File: src/rtl/hex_digit_counter.sv
// Hex digit source: rate divider, 4-bit wrapping counter with parallel load, tick/carry strobes.
// Define DOWN_COUNT_EN to honour the down input (borrow on 0->F); otherwise up-only.
module hex_digit_counter #(
    parameter int CLK_FREQ = 50000000,
    parameter int DIV_W    = 28
) (
    input  logic       clock,
    input  logic       reset,
    input  logic       enable,
    input  logic       load,
    input  logic [3:0] load_value,
    input  logic [1:0] rate_sel,
    input  logic       down,
    output logic [3:0] digit,
    output logic       tick,
    output logic       carry
);

    typedef enum logic [1:0] {
        RATE_EVERY = 2'b00,
        RATE_X1    = 2'b01,
        RATE_X2    = 2'b10,
        RATE_X4    = 2'b11
    } rate_e;

    localparam logic [DIV_W-1:0] RELOAD_X1 = DIV_W'(CLK_FREQ - 1);
    localparam logic [DIV_W-1:0] RELOAD_X2 = DIV_W'(2 * CLK_FREQ - 1);
    localparam logic [DIV_W-1:0] RELOAD_X4 = DIV_W'(4 * CLK_FREQ - 1);

    logic [DIV_W-1:0] r_rate_cnt;
    logic [1:0]       r_rate_sel_prev;
    logic [3:0]       r_digit;
    logic             r_tick;
    logic             r_carry;

    logic [DIV_W-1:0] w_reload;
    logic             w_rate_changed;
    logic             w_count_down;
    logic [3:0]       w_step_digit;
    logic             w_step_wrap;
    logic [DIV_W-1:0] w_rate_cnt_nxt;
    logic [3:0]       w_digit_nxt;
    logic             w_tick_nxt;
    logic             w_carry_nxt;

`ifdef DOWN_COUNT_EN
    assign w_count_down = down;
`else
    logic w_down_unused;
    assign w_down_unused = down;
    assign w_count_down  = 1'b0;
`endif

    always_comb begin
        w_reload = '0;
        case (rate_e'(rate_sel))
            RATE_EVERY: w_reload = '0;
            RATE_X1:    w_reload = RELOAD_X1;
            RATE_X2:    w_reload = RELOAD_X2;
            RATE_X4:    w_reload = RELOAD_X4;
            default:    w_reload = '0;
        endcase
    end

    assign w_rate_changed = (rate_sel != r_rate_sel_prev);

    // Borrow on 0->F when counting down, carry on F->0 when counting up.
    assign w_step_digit = w_count_down ? r_digit - 4'd1 : r_digit + 4'd1;
    assign w_step_wrap  = w_count_down ? (r_digit == 4'h0) : (r_digit == 4'hF);

    always_comb begin
        // NOTE: every output of this block gets a default first so no path leaves it unassigned (no latch).
        w_rate_cnt_nxt = r_rate_cnt;
        w_digit_nxt    = r_digit;
        w_tick_nxt     = 1'b0;
        w_carry_nxt    = 1'b0;
        if (load) begin
            w_digit_nxt    = load_value;
            w_rate_cnt_nxt = w_reload;
        end else if (w_rate_changed) begin
            w_rate_cnt_nxt = w_reload;
        end else if (enable) begin
            if (r_rate_cnt != '0) begin
                w_rate_cnt_nxt = r_rate_cnt - 1'b1;
            end else begin
                w_rate_cnt_nxt = w_reload;
                w_digit_nxt    = w_step_digit;
                w_tick_nxt     = 1'b1;
                w_carry_nxt    = w_step_wrap;
            end
        end
    end

    // NOTE: state registers use non-blocking assignments so all flops update together on the edge.
    always_ff @(posedge clock or posedge reset) begin
        if (reset) begin
            r_rate_cnt      <= '0;
            r_rate_sel_prev <= 2'b00;
            r_digit         <= 4'h0;
            r_tick          <= 1'b0;
            r_carry         <= 1'b0;
        end else begin
            r_rate_cnt      <= w_rate_cnt_nxt;
            r_rate_sel_prev <= rate_sel;
            r_digit         <= w_digit_nxt;
            r_tick          <= w_tick_nxt;
            r_carry         <= w_carry_nxt;
        end
    end

    assign digit = r_digit;
    assign tick  = r_tick;
    assign carry = r_carry;

endmodule

File: config.mk
export PLATFORM = sky130hd
export DESIGN_NAME = hex_digit_counter
export DESIGN_NICKNAME = d
export VERILOG_FILES = /design/src/rtl/hex_digit_counter.sv
export SDC_FILE = /design/constraint.sdc
export NUM_CORES = 1
export LEC_CHECK = 0
export ABC_AREA = 1
export CORE_ASPECT_RATIO = 1.4
export CORE_MARGIN = 4
export CORE_UTILIZATION = 43
export CTS_CLUSTER_DIAMETER = 60
export DETAILED_ROUTE_END_ITERATION = 12
export PLACE_DENSITY = 0.72
export REMOVE_ABC_BUFFERS = 1
export SETUP_SLACK_MARGIN = 0.5
export SYNTH_ARGS = -nofsm -noshare
export SYNTH_HDL_FRONTEND = slang
export SYNTH_SLANG_ARGS = --single-unit
File: constraint.sdc
create_clock -name clock -period 1.5 [get_ports clock]
set_input_delay 0.225 -clock clock [delete_from_list [all_inputs] [get_ports clock]]
set_output_delay 0.225 -clock clock [all_outputs]
set_load 0.1 [all_outputs]
==> impl_results.md, run 1 <==
- Status: finished, violations left
- Failing checks: negative setup slack
- Top delay family on crit path: simple AND/OR/NAND/NOR gates
- Worst Path Buf+Inv: 1
- DP Wirelength: 6075 microns
- H-tree levels: 2
- Clock latency on the worst-skew pair: 300 ps
- Cells after Synth: 396
- Detailed Routing Iterations Pass 1: 4
- Fin nets: 528
- Die height: 101.2 microns
- Crit Path Max Fanout: 8
- Worst Setup Slack, final: -252.1 ps
- Hold_buf cts: 0
- First-pass GRT wire length: 13810 microns
- Final period util: 116.8%
- Worst Skew: 3.132 ps
- CP peak stage delay: 430 ps
- GRT Total Usage: 24.33%
- Yosys warns: 0
- Vias in the first global route: 2998
- CTS tree: built
- Slew margin rel.: 78.61%
- Post-DR wirelength/cell: 16.65 microns
- DRT antenna net count: 0
- Yosys reg bits: 36
- Commonest non-fill, non-tap cell in the layout: nand2_1
- Final Max Slew Viols: 0
- Dpl ws: -392.2 ps
- Startpoint types: register
- Area Growth Syn to Fin: 58.05%
- Fmax: 0.5707 GHz
- Via density: 5.427
- Critical-path top delay cell: dfrtp_1
- Synthesized area: 2666 sq um
- Predominant post-synthesis flop cell: dfrtp_1
- DRC Markers: 0
- Pin count of the biggest net entering global routing: 37
- Register area share after synthesis: 33.79%
- RSZ-0062 raised after global routing: true
- Fin. Hold Viols: 0
- Chip Width: 74.55 microns
- Row cnt: 33
- Placed Area: 3556 sq um
- Fillers: 423
- Deepest clock path buffer count: 2
- Core box area: 5946 sq um
- Port bufs: 15
- Initial antenna violation count: 0
- Slew @ Worst Pin: 320.1 ps
- Post-synth EDFFs: 0
- Grt ovf: 0
- # setup viols final: 34
- Crit. End Element: register
- Inserted Clock Buffers: 5
- Mean area per synthesized cell: 6.733 sq um
- Post-Layout Inst Area: 4214 sq um
- Required @ worst endpoint: 1730 ps
- Post-synthesis cell type count: 31
- Antenna diode count: 0
- Crit path time final: 1752 ps
- Pwr dens: 795.7 nW/um^2
- Setup Crit Path Kind: register to register
- Min Hold Slack: 212.7 ps
- Async set-reset flop share out of synthesis: 100.0%
- Final core utilization: 70.88%
- Sink Count: 36
- Fraction of layout cells with a size suffix above 1: 43.84%
- Setup TNS: -5252 ps
- DR iter-0 viols: 200
- DIE AREA: 7542 sq um
- Root Buffer: clkbuf_8
- Worst Path Arrival: 1980 ps
- Hold/Removal Path Class: input port to register
- Initial core utilization: 44.84%
- P_leak: 2.083 nW
- I/O Pins: 17
- Worst-path cell chain: nor2_2 -> nand2_2 -> nor2_4 -> nand2_4 -> nor2_8 -> buf_4 -> nor2_4 -> nand2_1 -> o21ai_1 -> o21ai_1
- Maxcap violations: 0
- GP Congestion: 0.8947
- VDD IR max: 0.7951 mV
- Vias post-DR: 3153
- Routed WL: 9674 microns
- Worst-path clk slew: 80 ps
- Most frequent cells in the layout: 90 x nand2_1, 89 x buf_4, 41 x nor2_1
-- flip-flops by register name (all words and copies together) (netlist names) --
signal           count
carry                1
digit                4
r_rate_cnt          28
r_rate_sel_prev      2
tick                 1
-- cells by family (layout without fill, tap and decap cells) --
kind of cell	after synthesis	after routing	share of synthesized area [%]
XOR/XNOR	15	15	4.927
flip-flops	36	36	33.79
adder cells (fa/ha/maj)	7	7	3.285
AND/OR/NAND/NOR	239	240	40.73
buffers and inverters	58	172	8.822
AO/OA/AOI/OAI	41	41	8.447
-- worst register-to-register path: cells and delay by family (launching register included) --
kind                   cells  cell delay (ps)
buffers and inverters      1              160
DFF                        1              430
and+or+nand+nor            7              870
AOI/OAI and AO/OA          2              220
-- routing by layer --
layer / vias up / routed length [microns] / GRT usage, %
met5: - / 0 / 0
met4: 0 / 573 / 10.27
met3: 45 / 476 / 3.476
met2: 131 / 5141 / 44.62
met1: 1497 / 3482 / 27.30
li1: 1480 / - / -
-- Yosys cell counts (2+ instances only) --
| cell | instances | share of area [%] |
|---|---|---|
| nor2_4 | 3 | 1.3 |
| nor2_1 | 66 | 9.3 |
| inv_2 | 9 | 1.3 |
| ha_1 | 7 | 3.3 |
| xnor2_1 | 4 | 1.3 |
| a21oi_1 | 9 | 1.7 |
| buf_2 | 5 | 0.94 |
| nand3_1 | 31 | 5.8 |
| inv_1 | 42 | 5.9 |
| dfrtp_1 | 36 | 34 |
| nand2_4 | 2 | 0.84 |
| nand4_1 | 3 | 0.70 |
| o21ai_1 | 9 | 1.7 |
| nand2_1 | 110 | 15 |
| xor2_1 | 11 | 3.6 |
| nand2_2 | 5 | 1.2 |
| nor2_2 | 8 | 1.9 |
| nor2_8 | 2 | 1.5 |
| nor3_1 | 4 | 0.75 |
| o21ai_2 | 2 | 0.66 |
| o22ai_1 | 7 | 1.6 |
| o21ai_0 | 12 | 2.3 |
-- metrics by stage --
stage	instances	total power [mW]
after floorplan	389	1.713
after global placement	557	2.216
after detailed placement	557	2.236
after CTS	573	3.228
after global routing	581	3.521
final	581	3.353
-- worst paths after layout --
path	from	to	slack (ps)	cells past startpoint
worst max-delay path	r_rate_cnt[9]$_DFFE_PP0P_	r_rate_cnt[12]$_DFFE_PP0P_	-250	10
worst min-delay path	rate_sel[1]	r_rate_sel_prev[1]$_DFF_PP0_	210	1
worst max register to register	r_rate_cnt[9]$_DFFE_PP0P_	r_rate_cnt[12]$_DFFE_PP0P_	-250	10
worst min register to register	r_rate_cnt[26]$_DFFE_PP0P_	r_rate_cnt[26]$_DFFE_PP0P_	630	3
max in group asynchronous	reset	digit[0]$_DFFE_PP0P_	990	3
min in group asynchronous	reset	r_rate_cnt[0]$_DFFE_PP0P_	300	3
-- area by class of cell --
| type | count | area [sq um] | area share (%) |
|---|---|---|---|
| Sequential cell | 36 | 908.4 | 21.56 |
| Inverter | 51 | 201.4 | 4.780 |
| Tap cell | 70 | 87.58 | 2.078 |
| Clock inverter | 3 | 42.54 | 1.010 |
| Timing Repair Buffer | 113 | 996.0 | 23.63 |
| Clock buffer | 5 | 68.82 | 1.633 |
| Multi-Input combinational cell | 303 | 1909 | 45.31 |
-- power by group --
group	leakage (nW)	internal [mW]	switching, mW
registers	0.425	1.08	0.106
clock network	0.0541	0.492	0.397
logic	1.60	0.559	0.724
-- what timing repair did --
action | 4_1_cts | 5_1_grt
setup buffers | 8 | 7
resized for setup | 67 | 49
endpoints found under the hold margin | 0 | 0
pin swaps | 15 | 39
cloned | 0 | 1
setup endpoints to repair | 40 | 40
Power figures use the tool's default switching activity.
==> run 2: changes to the inputs <==
--- a/config.mk
+++ b/config.mk
@@ -11,7 +11,7 @@
 export CORE_UTILIZATION = 43
 export CTS_CLUSTER_DIAMETER = 60
 export DETAILED_ROUTE_END_ITERATION = 12
-export PLACE_DENSITY = 0.72
+export PLACE_DENSITY = 0.7
 export REMOVE_ABC_BUFFERS = 1
 export SETUP_SLACK_MARGIN = 0.5
 export SYNTH_ARGS = -nofsm -noshare
==> constraint.sdc (replaced) <==
create_clock -name clock -period 2.1 [get_ports clock]
set_input_delay 0.315 -clock clock [delete_from_list [all_inputs] [get_ports clock]]
set_output_delay 0.315 -clock clock [all_outputs]
set_load 0.1 [all_outputs]
==> run 2 against run 1 <==
Against the previous run:
- flip-flop and latch count unchanged
- via count shrank 4.2%
- the run now ends clean
- combinational power decreased by 41%
- wire length down 5.3%
- highest routed layer unchanged
- final cell count is 7.7% lower
- fmax is 2.8% lower
==> impl_results.md, run 2 (synthesis gave the netlist of run 1 again) <==
- Fin. Hold Viols: 0 (unchanged)
- Post-DR wirelength/cell: 17.10 microns (was 16.65 microns)
- Crit path time final: 1803 ps (was 1752 ps)
- Chip Width: 74.55 microns (unchanged)
- Detailed Routing Iterations Pass 1: 5 (was 4)
- Fraction of layout cells with a size suffix above 1: 32.19% (was 43.84%)
- Switch Pwr: 0.8235 mW (was 1.227 mW)
- Max reg flops: 28 (unchanged)
- Sw frac: 37.93% (was 36.59%)
- Row cnt: 33 (unchanged)
- DIE AREA: 7542 sq um (unchanged)
- Clock power frac: 25.7% (was 26.5%)
- Area of the multi-input gates: 1832 sq um (was 1909 sq um)
- First-pass GRT wire length: 13430 microns (was 13810 microns)
- Crit. End Element: register (unchanged)
- Maxcap violations: 0 (unchanged)
- Commonest non-fill, non-tap cell in the layout: nand2_1 (unchanged)
- Slew margin rel.: 66.84% (was 78.61%)
- Required @ worst endpoint: 2280 ps (was 1730 ps)
- Post-Layout Inst Area: 3671 sq um (was 4214 sq um)
- # setup viols final: 0 (was 34)
- Seq pwr share: 39.6% (was 35.2%)
- Vias post-DR: 3022 (was 3153)
- Hold endpoint: r_rate_sel_prev[1]$_DFF_PP0_ (unchanged)
- VDD IR max: 0.4368 mV (was 0.7951 mV)
- I/O Pins: 17 (unchanged)
- Area Growth Syn to Fin: 37.68% (was 58.05%)
- Fmax: 0.5548 GHz (was 0.5707 GHz)
- Final core utilization: 61.74% (was 70.88%)
- Setup TNS: 0 ps (was -5252 ps)
- Hold_buf cts: 0 (unchanged)
- Port bufs: 15 (unchanged)
- Routed WL: 9165 microns (was 9674 microns)
- DRC Markers: 0 (unchanged)
- Pin count of the biggest net entering global routing: 37 (unchanged)
- Grt ovf: 0 (unchanged)
- Antenna diode count: 0 (unchanged)
- Most frequent cells in the layout: 99 x nand2_1, 53 x nor2_1, 52 x buf_4 (was 90 x nand2_1, 89 x buf_4, 41 x nor2_1)
- Initial core utilization: 44.84% (unchanged)
- Internal power: 1.347 mW (was 2.126 mW)
- Slew @ Worst Pin: 497.5 ps (was 320.1 ps)
- Setup Crit Path Kind: register to register (unchanged)
- Hold/Removal Path Class: input port to register (unchanged)
- DRT antenna net count: 0 (unchanged)
- Crit Path Max Fanout: 6 (was 8)
- Pwr dens: 591.3 nW/um^2 (was 795.7 nW/um^2)
- Final Max Slew Viols: 0 (unchanged)
- Reg-to-reg setup timing slack: 300 ps (was -250 ps)
- Startpoint types: register (unchanged)
- Root Buffer: clkbuf_8 (unchanged)
- Sink Count: 36 (unchanged)
- Die height: 101.2 microns (unchanged)
- Biggest register: r_rate_cnt (unchanged)
- Core box area: 5946 sq um (unchanged)
- Worst r2r src: r_rate_cnt[24]$_DFFE_PP0P_ (was r_rate_cnt[9]$_DFFE_PP0P_)
- Initial antenna violation count: 0 (unchanged)
- H-tree levels: 2 (unchanged)
- Reg2Reg Depth: 9 (was 10)
- Worst-path clk slew: 70 ps (was 80 ps)
- DR iter-0 viols: 228 (was 200)
- CTS tree: built (unchanged)
- GP Congestion: 0.8879 (was 0.8947)
- Vias in the first global route: 2868 (was 2998)
- P_leak: 1.791 nW (was 2.083 nW)
- Placed Area: 2965 sq um (was 3556 sq um)
- Worst Path Arrival: 1980 ps (about the same)
- RR Endpoint: r_rate_cnt[1]$_DFFE_PP0P_ (was r_rate_cnt[12]$_DFFE_PP0P_)
- Fin nets: 484 (was 528)
- Final period util: 85.84% (was 116.8%)
- Hold path startpoint: rate_sel[1] (unchanged)
- Min Hold Slack: 421.5 ps (was 212.7 ps)
- Worst Skew: 4.017 ps (was 3.132 ps)
- Combinational Power Share: 34.7% (was 38.3%)
- Fillers: 505 (was 423)
- Inserted Clock Buffers: 5 (unchanged)
- WHS Path Cells: 2 (was 1)
- Reg area: 907.1 sq um (was 908.4 sq um)
- Deepest clock path buffer count: 2 (unchanged)
- Status: complete, no violations (was finished, violations left)
- RSZ-0062 raised after global routing: true (unchanged)
- GRT Total Usage: 23.60% (was 24.33%)
- Via density: 5.638 (was 5.427)
- Clock latency on the worst-skew pair: 290 ps (was 300 ps)
- DP Wirelength: 5400 microns (was 6075 microns)
## run 2: cell count changes in the layout (fill, tap and decap cells not counted), moves of 3 or more
| cell | before | now |
|---|---|---|
| buf_4 | 89 | 52 |
| nand2_1 | 90 | 99 |
| a21oi_2 | 4 | 1 |
| nand3_1 | 21 | 26 |
| nor2_2 | 24 | 13 |
| o21ai_1 | 11 | 7 |
| buf_12 | 8 | 1 |
| o22ai_1 | 6 | 3 |
| nand3_2 | 9 | 5 |
| nand2_2 | 17 | 10 |
| a21oi_1 | 5 | 8 |
| nor3_1 | 1 | 4 |
| nor2_1 | 41 | 53 |
## run 2: final cells by class
class | instances | share of cell area [%]
well taps | 70 | 2.386
multi-input cells | 305 | 49.90
clock buffers | 7 | 2.624
repair buffers | 67 | 15.10
inverters | 51 | 5.283
flip-flops and latches | 36 | 24.71
## run 2: worst max-delay path by stage
| stage | start | to | slack, ps | depth (start not counted) |
|---|---|---|---|---|
| floorplan | r_rate_sel_prev[0]$_DFF_PP0_ | r_rate_cnt[9]$_DFFE_PP0P_ | 360 | 8 |
| global placement | rate_sel[0] | r_rate_cnt[10]$_DFFE_PP0P_ | 50 | 9 |
| detailed placement | rate_sel[0] | r_rate_cnt[0]$_DFFE_PP0P_ | 40 | 8 |
| CTS | r_rate_cnt[9]$_DFFE_PP0P_ | r_rate_cnt[15]$_DFFE_PP0P_ | 410 | 8 |
| global route | r_rate_cnt[1]$_DFFE_PP0P_ | r_rate_cnt[18]$_DFFE_PP0P_ | 250 | 13 |
| finish | r_rate_cnt[24]$_DFFE_PP0P_ | r_rate_cnt[1]$_DFFE_PP0P_ | 300 | 9 |
## run 2: repair_timing
| item | in CTS | in global routing |
|---|---|---|
| setup endpoints to repair | 32 | 33 |
| pin swaps | 23 | 23 |
| setup buffers | 31 | 5 |
| cloned | 2 | 1 |
| gates resized for setup | 50 | 28 |
## run 2: metal layers
metal / vias to the layer above / track usage, % / wire length, microns
met4: 0 / 15.62 / 760
met3: 66 / 3.674 / 604
met1: 1396 / 25.33 / 3106
met2: 176 / 41.57 / 4694
met5: - / 0 / 0
li1: 1384 / - / -
## run 2: through the flow
step / total power, mW / instances / worst slack (ps)
2_1_floorplan: 1.224 / 389 / 362.1
5_1_grt: 2.280 / 536 / 246.4
3_5_place_dp: 1.401 / 490 / 36.41
4_1_cts: 2.081 / 530 / 409.8
6_report: 2.171 / 536 / 297.4
3_3_place_gp: 1.388 / 490 / 50.81
## run 2: power by group through the flow
stage                     logic [mW]  clock network, mW  registers [mW]
after floorplan                0.322                  0           0.902
after global placement         0.525                  0           0.863
after detailed placement       0.536                  0           0.865
after CTS                      0.670              0.560           0.851
after global routing           0.812              0.602           0.866
final                          0.753              0.558           0.860
## run 2: worst max-delay path: stages, from the launching register on
cell and delay, ps:
dfrtp_1 410, inv_2 100, nand2_2 90, nor2_2 230, nand3_4 150, nor2_8 200, nor2_8 70, o21ai_4 190
buf_12 160, o22ai_2 70
